## config.mk

```make
export PLATFORM = sky130hd
export DESIGN_NAME = fpmul_sched
export DESIGN_NICKNAME = d
export VERILOG_FILES = /design/src/rtl/fpmul_sched_pkg.sv /design/src/rtl/sched_fifo.sv /design/src/rtl/fpmul_sched.sv
export SDC_FILE = /design/constraint.sdc
export NUM_CORES = 1
export LEC_CHECK = 0
export CAP_MARGIN = 20
export CORE_AREA = 5 5 153 155
export DETAILED_ROUTE_END_ITERATION = 10
export DIE_AREA = 0 0 158 160
export DONT_BUFFER_PORTS = 1
export GPL_ROUTABILITY_DRIVEN = 0
export GPL_TIMING_DRIVEN = 1
export HOLD_SLACK_MARGIN = 0.05
export PLACE_DENSITY = 0.55
export REMOVE_ABC_BUFFERS = 1
export SLEW_MARGIN = 20
export SYNTH_ARGS = -nofsm -noshare
export SYNTH_HDL_FRONTEND = slang
export SYNTH_SLANG_ARGS = --single-unit
```

## constraint.sdc

```tcl
create_clock -name clk -period 2.35 [get_ports clk]
set_clock_uncertainty 0.2 [all_clocks]
set_input_delay 0.235 -clock clk [delete_from_list [all_inputs] [get_ports clk]]
set_output_delay 0.235 -clock clk [all_outputs]
set_load 0.02 [all_outputs]
```

## src/rtl/fpmul_sched_pkg.sv

```systemverilog
// Shared types for the FPmul scheduler: fp32 word, tagged result and the round-robin pick helper.
// Tags are sized for the largest supported requester count; the top truncates to its own ID_W.
package fpmul_sched_pkg;

  localparam int MAX_REQ = 8;
  localparam int TAG_W   = 3;

  typedef logic [31:0] fp32_t;

  typedef struct packed {
    fp32_t            data;
    logic [TAG_W-1:0] id;
  } res_t;

  typedef struct packed {
    logic             found;
    logic [TAG_W-1:0] idx;
  } pick_t;

  // First valid requester strictly after ptr, wrapping modulo n.
  function automatic pick_t rr_pick(input logic [MAX_REQ-1:0] valid,
                                    input logic [TAG_W-1:0]   ptr,
                                    input int                 n);
    pick_t            p;
    int               c;
    logic [TAG_W-1:0] ci;
    p.found = 1'b0;
    p.idx   = '0;
    for (int k = 1; k <= MAX_REQ; k++) begin
      c  = (int'(ptr) + k) % n;
      ci = TAG_W'(c);
      if (k <= n && !p.found && valid[ci]) begin
        p.found = 1'b1;
        p.idx   = ci;
      end
    end
    return p;
  endfunction

endpackage

```

## src/rtl/sched_fifo.sv

```systemverilog
// First-word-fall-through result FIFO with registered storage and an occupancy count.
// Simultaneous push and pop is legal at any fill level; pushing into a full FIFO without a pop is an error.
module sched_fifo #(
  parameter int DEPTH = 4,
  parameter int WIDTH = 35,
  localparam int CNT_W = $clog2(DEPTH + 1),
  localparam int PTR_W = (DEPTH > 1) ? $clog2(DEPTH) : 1
) (
  input  logic             clk,
  input  logic             rst,
  input  logic             push,
  input  logic [WIDTH-1:0] push_data,
  input  logic             pop,
  output logic [WIDTH-1:0] pop_data,
  output logic [CNT_W-1:0] count
);

  logic [WIDTH-1:0] mem [DEPTH];
  logic [PTR_W-1:0] wr_ptr;
  logic [PTR_W-1:0] rd_ptr;
  logic [CNT_W-1:0] cnt;
  logic             do_pop;

  function automatic logic [PTR_W-1:0] ptr_inc(input logic [PTR_W-1:0] p);
    return (p == PTR_W'(DEPTH - 1)) ? '0 : p + 1'b1;
  endfunction

  assign do_pop   = pop && (cnt != '0);
  assign pop_data = mem[rd_ptr];
  assign count    = cnt;

  always_ff @(posedge clk) begin
    if (push) mem[wr_ptr] <= push_data;
  end

  always_ff @(posedge clk) begin
    if (rst) begin
      wr_ptr <= '0;
      rd_ptr <= '0;
      cnt    <= '0;
    end else begin
      if (push)   wr_ptr <= ptr_inc(wr_ptr);
      if (do_pop) rd_ptr <= ptr_inc(rd_ptr);
      case ({push, do_pop})
        2'b10:   cnt <= cnt + 1'b1;
        2'b01:   cnt <= cnt - 1'b1;
        default: cnt <= cnt;
      endcase
    end
  end

  always_ff @(posedge clk) begin
    if (!rst) begin
      assert (!(push && !do_pop && cnt == CNT_W'(DEPTH)))
        else $error("sched_fifo: push into full FIFO");
    end
  end

endmodule

```

## src/rtl/fpmul_sched.sv

```systemverilog
// Round-robin share of one fixed-latency FPmul; results leave in issue order through a FWFT FIFO.
// Issue needs a credit (FIFO entries + products in flight < depth), so the unstallable multiplier never overflows.
module fpmul_sched
  import fpmul_sched_pkg::*;
#(
  parameter int N_REQ      = 4,
  parameter int MUL_LAT    = 2,
  parameter int FIFO_DEPTH = 4,
  parameter int ID_W       = $clog2(N_REQ)
) (
  input  logic                 clk,
  input  logic                 rst,
  input  logic [N_REQ-1:0]     req_valid,
  output logic [N_REQ-1:0]     req_ready,
  input  logic [N_REQ*32-1:0]  req_a,
  input  logic [N_REQ*32-1:0]  req_b,
  output logic [31:0]          mul_a,
  output logic [31:0]          mul_b,
  input  logic [31:0]          mul_z,
  output logic                 out_valid,
  input  logic                 out_ready,
  output logic [31:0]          out_data,
  output logic [ID_W-1:0]      out_id
);

  localparam int CNT_W  = $clog2(FIFO_DEPTH + 1);
  localparam int CRED_W = $clog2(FIFO_DEPTH + MUL_LAT + 1);

  generate
    if (FIFO_DEPTH < MUL_LAT + 1) begin : g_depth_chk
      $error("fpmul_sched: FIFO_DEPTH must be >= MUL_LAT+1");
    end
    if (N_REQ < 2 || N_REQ > MAX_REQ) begin : g_nreq_chk
      $error("fpmul_sched: N_REQ must be in 2..8");
    end
  endgenerate

  logic [ID_W-1:0]   ptr;
  logic [MUL_LAT-1:0] vld_pipe;
  logic [ID_W-1:0]   id_pipe [MUL_LAT];
  logic [CRED_W-1:0] inflight;
  logic [CNT_W-1:0]  fifo_count;
  logic              can_issue;
  logic              issue;
  logic [ID_W-1:0]   win;
  pick_t             pick;
  res_t              push_res;
  res_t              head;
  logic [$bits(res_t)-1:0] head_bits;

  always_comb begin
    inflight = '0;
    for (int k = 0; k < MUL_LAT; k++) inflight = inflight + CRED_W'(vld_pipe[k]);
  end

  // A pop in this cycle only frees its credit once fifo_count updates.
  assign can_issue = (CRED_W'(fifo_count) + inflight) < CRED_W'(FIFO_DEPTH);
  assign pick      = rr_pick(MAX_REQ'(req_valid), TAG_W'(ptr), N_REQ);
  assign issue     = !rst && can_issue && pick.found;
  assign win       = pick.idx[ID_W-1:0];

  always_comb begin
    req_ready = '0;
    mul_a     = '0;
    mul_b     = '0;
    for (int i = 0; i < N_REQ; i++) begin
      if (issue && win == ID_W'(i)) begin
        req_ready[i] = 1'b1;
        mul_a        = req_a[32*i +: 32];
        mul_b        = req_b[32*i +: 32];
      end
    end
  end

  always_ff @(posedge clk) begin
    if (rst) begin
      ptr      <= ID_W'(N_REQ - 1);
      vld_pipe <= '0;
      for (int k = 0; k < MUL_LAT; k++) id_pipe[k] <= '0;
    end else begin
      vld_pipe[0] <= issue;
      id_pipe[0]  <= issue ? win : '0;
      for (int k = 1; k < MUL_LAT; k++) begin
        vld_pipe[k] <= vld_pipe[k-1];
        id_pipe[k]  <= id_pipe[k-1];
      end
      if (issue) ptr <= win;
    end
  end

  always_comb begin
    push_res      = '0;
    push_res.data = mul_z;
    push_res.id   = TAG_W'(id_pipe[MUL_LAT-1]);
  end

  sched_fifo #(
    .DEPTH (FIFO_DEPTH),
    .WIDTH ($bits(res_t))
  ) u_fifo (
    .clk       (clk),
    .rst       (rst),
    .push      (vld_pipe[MUL_LAT-1]),
    .push_data (push_res),
    .pop       (out_valid && out_ready),
    .pop_data  (head_bits),
    .count     (fifo_count)
  );

  assign head      = res_t'(head_bits);
  assign out_valid = (fifo_count != '0);
  assign out_data  = head.data;
  assign out_id    = head.id[ID_W-1:0];

endmodule

```

==> results.yml <==
run_status:
  status: "finished, violations left"
  violations: "setup timing"
sta:
  fin_crit_ns: 2.85
  rsz0062_at_grt: "yes"
  tightest_slew_ns: 0.918
  setup_viol: 67
  drv_slew: 0
  slew_headroom: 0.388
  hold_violations: 0
  worst_slack_ns: -0.497
  period_share: 1.21
  maxClockFrequency_mhz: 351
global_routing:
  gr-usage-met1: 0.273
  grt_pass1_wl_mm: 40.9
  grt_overflow: 0
  grt_pass1_vias: 5842
  busiest_layer: "met2"
  grtUsageMet2: 0.366
  met3_usage: 0.0853
  grt_max_degree: 35
  grt_antenna_before_repair: 5
  track_usage: 0.224
floorplan:
  die_h_um: 160
  dieWidth_um: 158
  rows: 54
  initial_core_util: 0.353
  num_io_pins: 398
  coreArea_sq_mm: 0.0217
  dieArea_sq_mm: 0.0253
critical_path:
  r2r_end: "u_fifo.count[2]"
  endpoint_kind: "output pin"
  crit_type: "flop to output pin"
  ff2ff_setup_slack_ns: 0.09
  cp.required_ns: 1.91
  critical_path.max_fanout: 11
  start_kind: "flop"
  rr_worst_depth: 10
  reg2reg_from: "u_fifo.count[0]"
  arrival_ns: 2.41
flow_run:
  drv_cap: 0
logic_synthesis:
  synthCells: 495
  ys_ff_latch: 153
  syn-mean-instance-area_sq_um: 15.5
  yosysWarningCount: 0
  synth_largest_area_cell: "edfxtp_1"
  synthFlopType: "edfxtp_1"
  ys_types: 33
  syn_area_sq_mm: 0.00766
  synth_top_cell_area_share: 0.533
  yosysSeqAreaShare: 0.578
  synthArstFlopShare: 0
  synthTopCellsByArea: "edfxtp_1 53%, mux2i_1 17%, mux4_2 10%"
  synth_edf_count: 136
clock_network:
  cts.sinks: 153
  cts_tree: "yes"
  cts_htree_levels: 4
  clk_latency_ns: 0.41
  clk_pin_slew_worst_paths_ns: 0.06
  cts_inserted_buffers: 17
  clk_path_buf_depth: 2
  cts_root_buf: "clkbuf_16"
placed_design:
  place_ws_ns: -0.217
  dp_hpwl_mm: 20.6
  io_buffer_count: 0
  dp_cells: 841
cells_and_area:
  fillerInstances: 1767
  drive_gt1_frac: 0.427
  nets: 958
  area_delta_synth_final_pct: 46.5
  fin_cells: 952
route:
  drt_iter0_drc: 333
  dr.pass1.iters: 4
  final_antenna_net_count: 0
  avgViaCountPerCell: 5.64
  wl_per_cell_um: 30.3
  drc: 0
  vias: 5370
  routed_wl_mm: 28.9
worst_hold_path:
  hold_depth: 2
  hp-start: "rst"
  hold_class: "primary input to flop"
  whs_endpoint: "u_fifo.count[1]"
power:
  ir_worst_vdd_uv: 489
  power.density_mw_per_mm2: 1120
  p_leak_nw: 4.15
## cell usage in the layout (no fill, tap or decap), types with 2 or more instances in the layout
cell type and n:
inv_6 5, dfxtp_1 12, ha_1 6, buf_16 14
a21oi_1 6, mux4_2 34, and3_4 2, o21ai_1 3
buf_6 51, buf_12 20, o22ai_1 25, clkinv_4 2
buf_4 54, dlygate4sd3_1 35, nor2b_1 3, clkbuf_16 17
nor3_1 2, mux2i_1 116, nand2b_4 2, bufinv_16 4
nor2_1 11, and2_2 4, xor2_1 2, or3_1 3
o22ai_4 24, nand2_1 4, diode_2 4, mux2i_2 7
dfxtp_2 5, edfxtp_1 136, o22ai_2 16, inv_1 9
inv_8 2, nand2_8 2, buf_8 3, clkinv_1 3
mux2i_4 6
## per-layer routing
layer | up-vias | wire length (um)
li1 | 2346 | -
met1 | 2708 | 11000
met2 | 277 | 14400
met3 | 37 | 2690
met4 | 2 | 738
met5 | - | 7
## power breakdown
group / switching [mW] / total [mW] / internal, mW
Sequential: 0.107 / 3.24 / 3.14
Clock: 1.08 / 2.88 / 1.81
Combinational: 3.21 / 6.39 / 3.18
## synth_stat cells (all sizes together) (5+ instances only)
cell and number:
nor2 12, mux4 34, o21ai 5, buf 32
edfxtp 136, inv 10, dfxtp 17, mux2i 129
o22ai 65, nand2 7, ha 7, clkbuf 7
a21oi 8
## worst max-delay path, cell delays in order (launching register included)
cell and delay, ns:
dfxtp_2 0.34, ha_4 0.27, a21oi_4 0.05, or3_1 0.32, and3_4 0.21, buf_6 0.12
nand2b_4 0.09, buf_12 0.12, buf_12 0.11, buf_16 0.13, o22ai_1 0.08, buf_4 0.17
## final cells by class
cell class	count	area, sq um	area share
multi-input combinational	293	3540	0.316
tap	280	350	0.0312
clock buffer	17	425	0.0379
timing repair buffer	179	2210	0.197
antenna	4	10.0	0.000893
inverter	11	41.3	0.00368
clock inverter	15	211	0.0189
sequential	153	4430	0.395
## worst max path at each step
| stage | from | slack [ns] | to | cells past startpoint |
|---|---|---|---|---|
| final | vld_pipe[0] | -0.50 | mul_a[21] | 11 |
| after global routing | vld_pipe[0] | -0.56 | mul_b[14] | 11 |
| after CTS | vld_pipe[0] | -0.48 | mul_a[5] | 11 |
| after detailed placement | ptr[0] | -0.22 | mul_a[1] | 7 |
| after global placement | vld_pipe[0] | -0.14 | mul_b[4] | 8 |
| after floorplan | ptr[0] | -3.76 | req_ready[3] | 5 |
## stage by stage
stage                     setup TNS [ns]  hold slack [ns]  utilization  area (sq um)  power [mW]
final                             -29.60            0.198        0.517         11200        12.5
after global routing              -33.87            0.210        0.517         11200        13.1
after CTS                         -29.03            0.177        0.508         11000        12.4
after detailed placement           -1.62            0.113        0.397          8620        7.66
after global placement            -0.449            0.109        0.397          8620        7.61
after floorplan                  -266.80            0.104            -          7350        5.99
## flip-flops by register name, indices dropped and copies added (netlist names), named ones only
signal	cells
ptr	2
u_fifo.rd_ptr	2
vld_pipe	2
u_fifo.wr_ptr	2
u_fifo.count	3
u_fifo.mem	136
id_pipe	4
## cell families (layout without fill, tap and decap cells)
logic type	after synthesis	count (layout)	synth area share
and+or+nand+nor	37	38	0.0250
muxes	163	163	0.269
buffers and inverters	50	222	0.0459
DFF	153	153	0.578
other	0	4	0
adders and majority gates	8	8	0.0141
AOI/OAI and AO/OA	82	82	0.0662
xor gates and xnor gates	2	2	0.00229
## repair_timing
| item | CTS | global route |
|---|---|---|
| resized for setup | 149 | 39 |
| hold buffers | 36 | 0 |
| endpoints found under the hold margin | 143 | 0 |
| pin swaps | 10 | 4 |
| endpoints found under the setup margin | 68 | 69 |
| gates cloned | 16 | 0 |
| buffers inserted | 24 | 4 |
No activity file was read; power rests on OpenSTA's default activity.
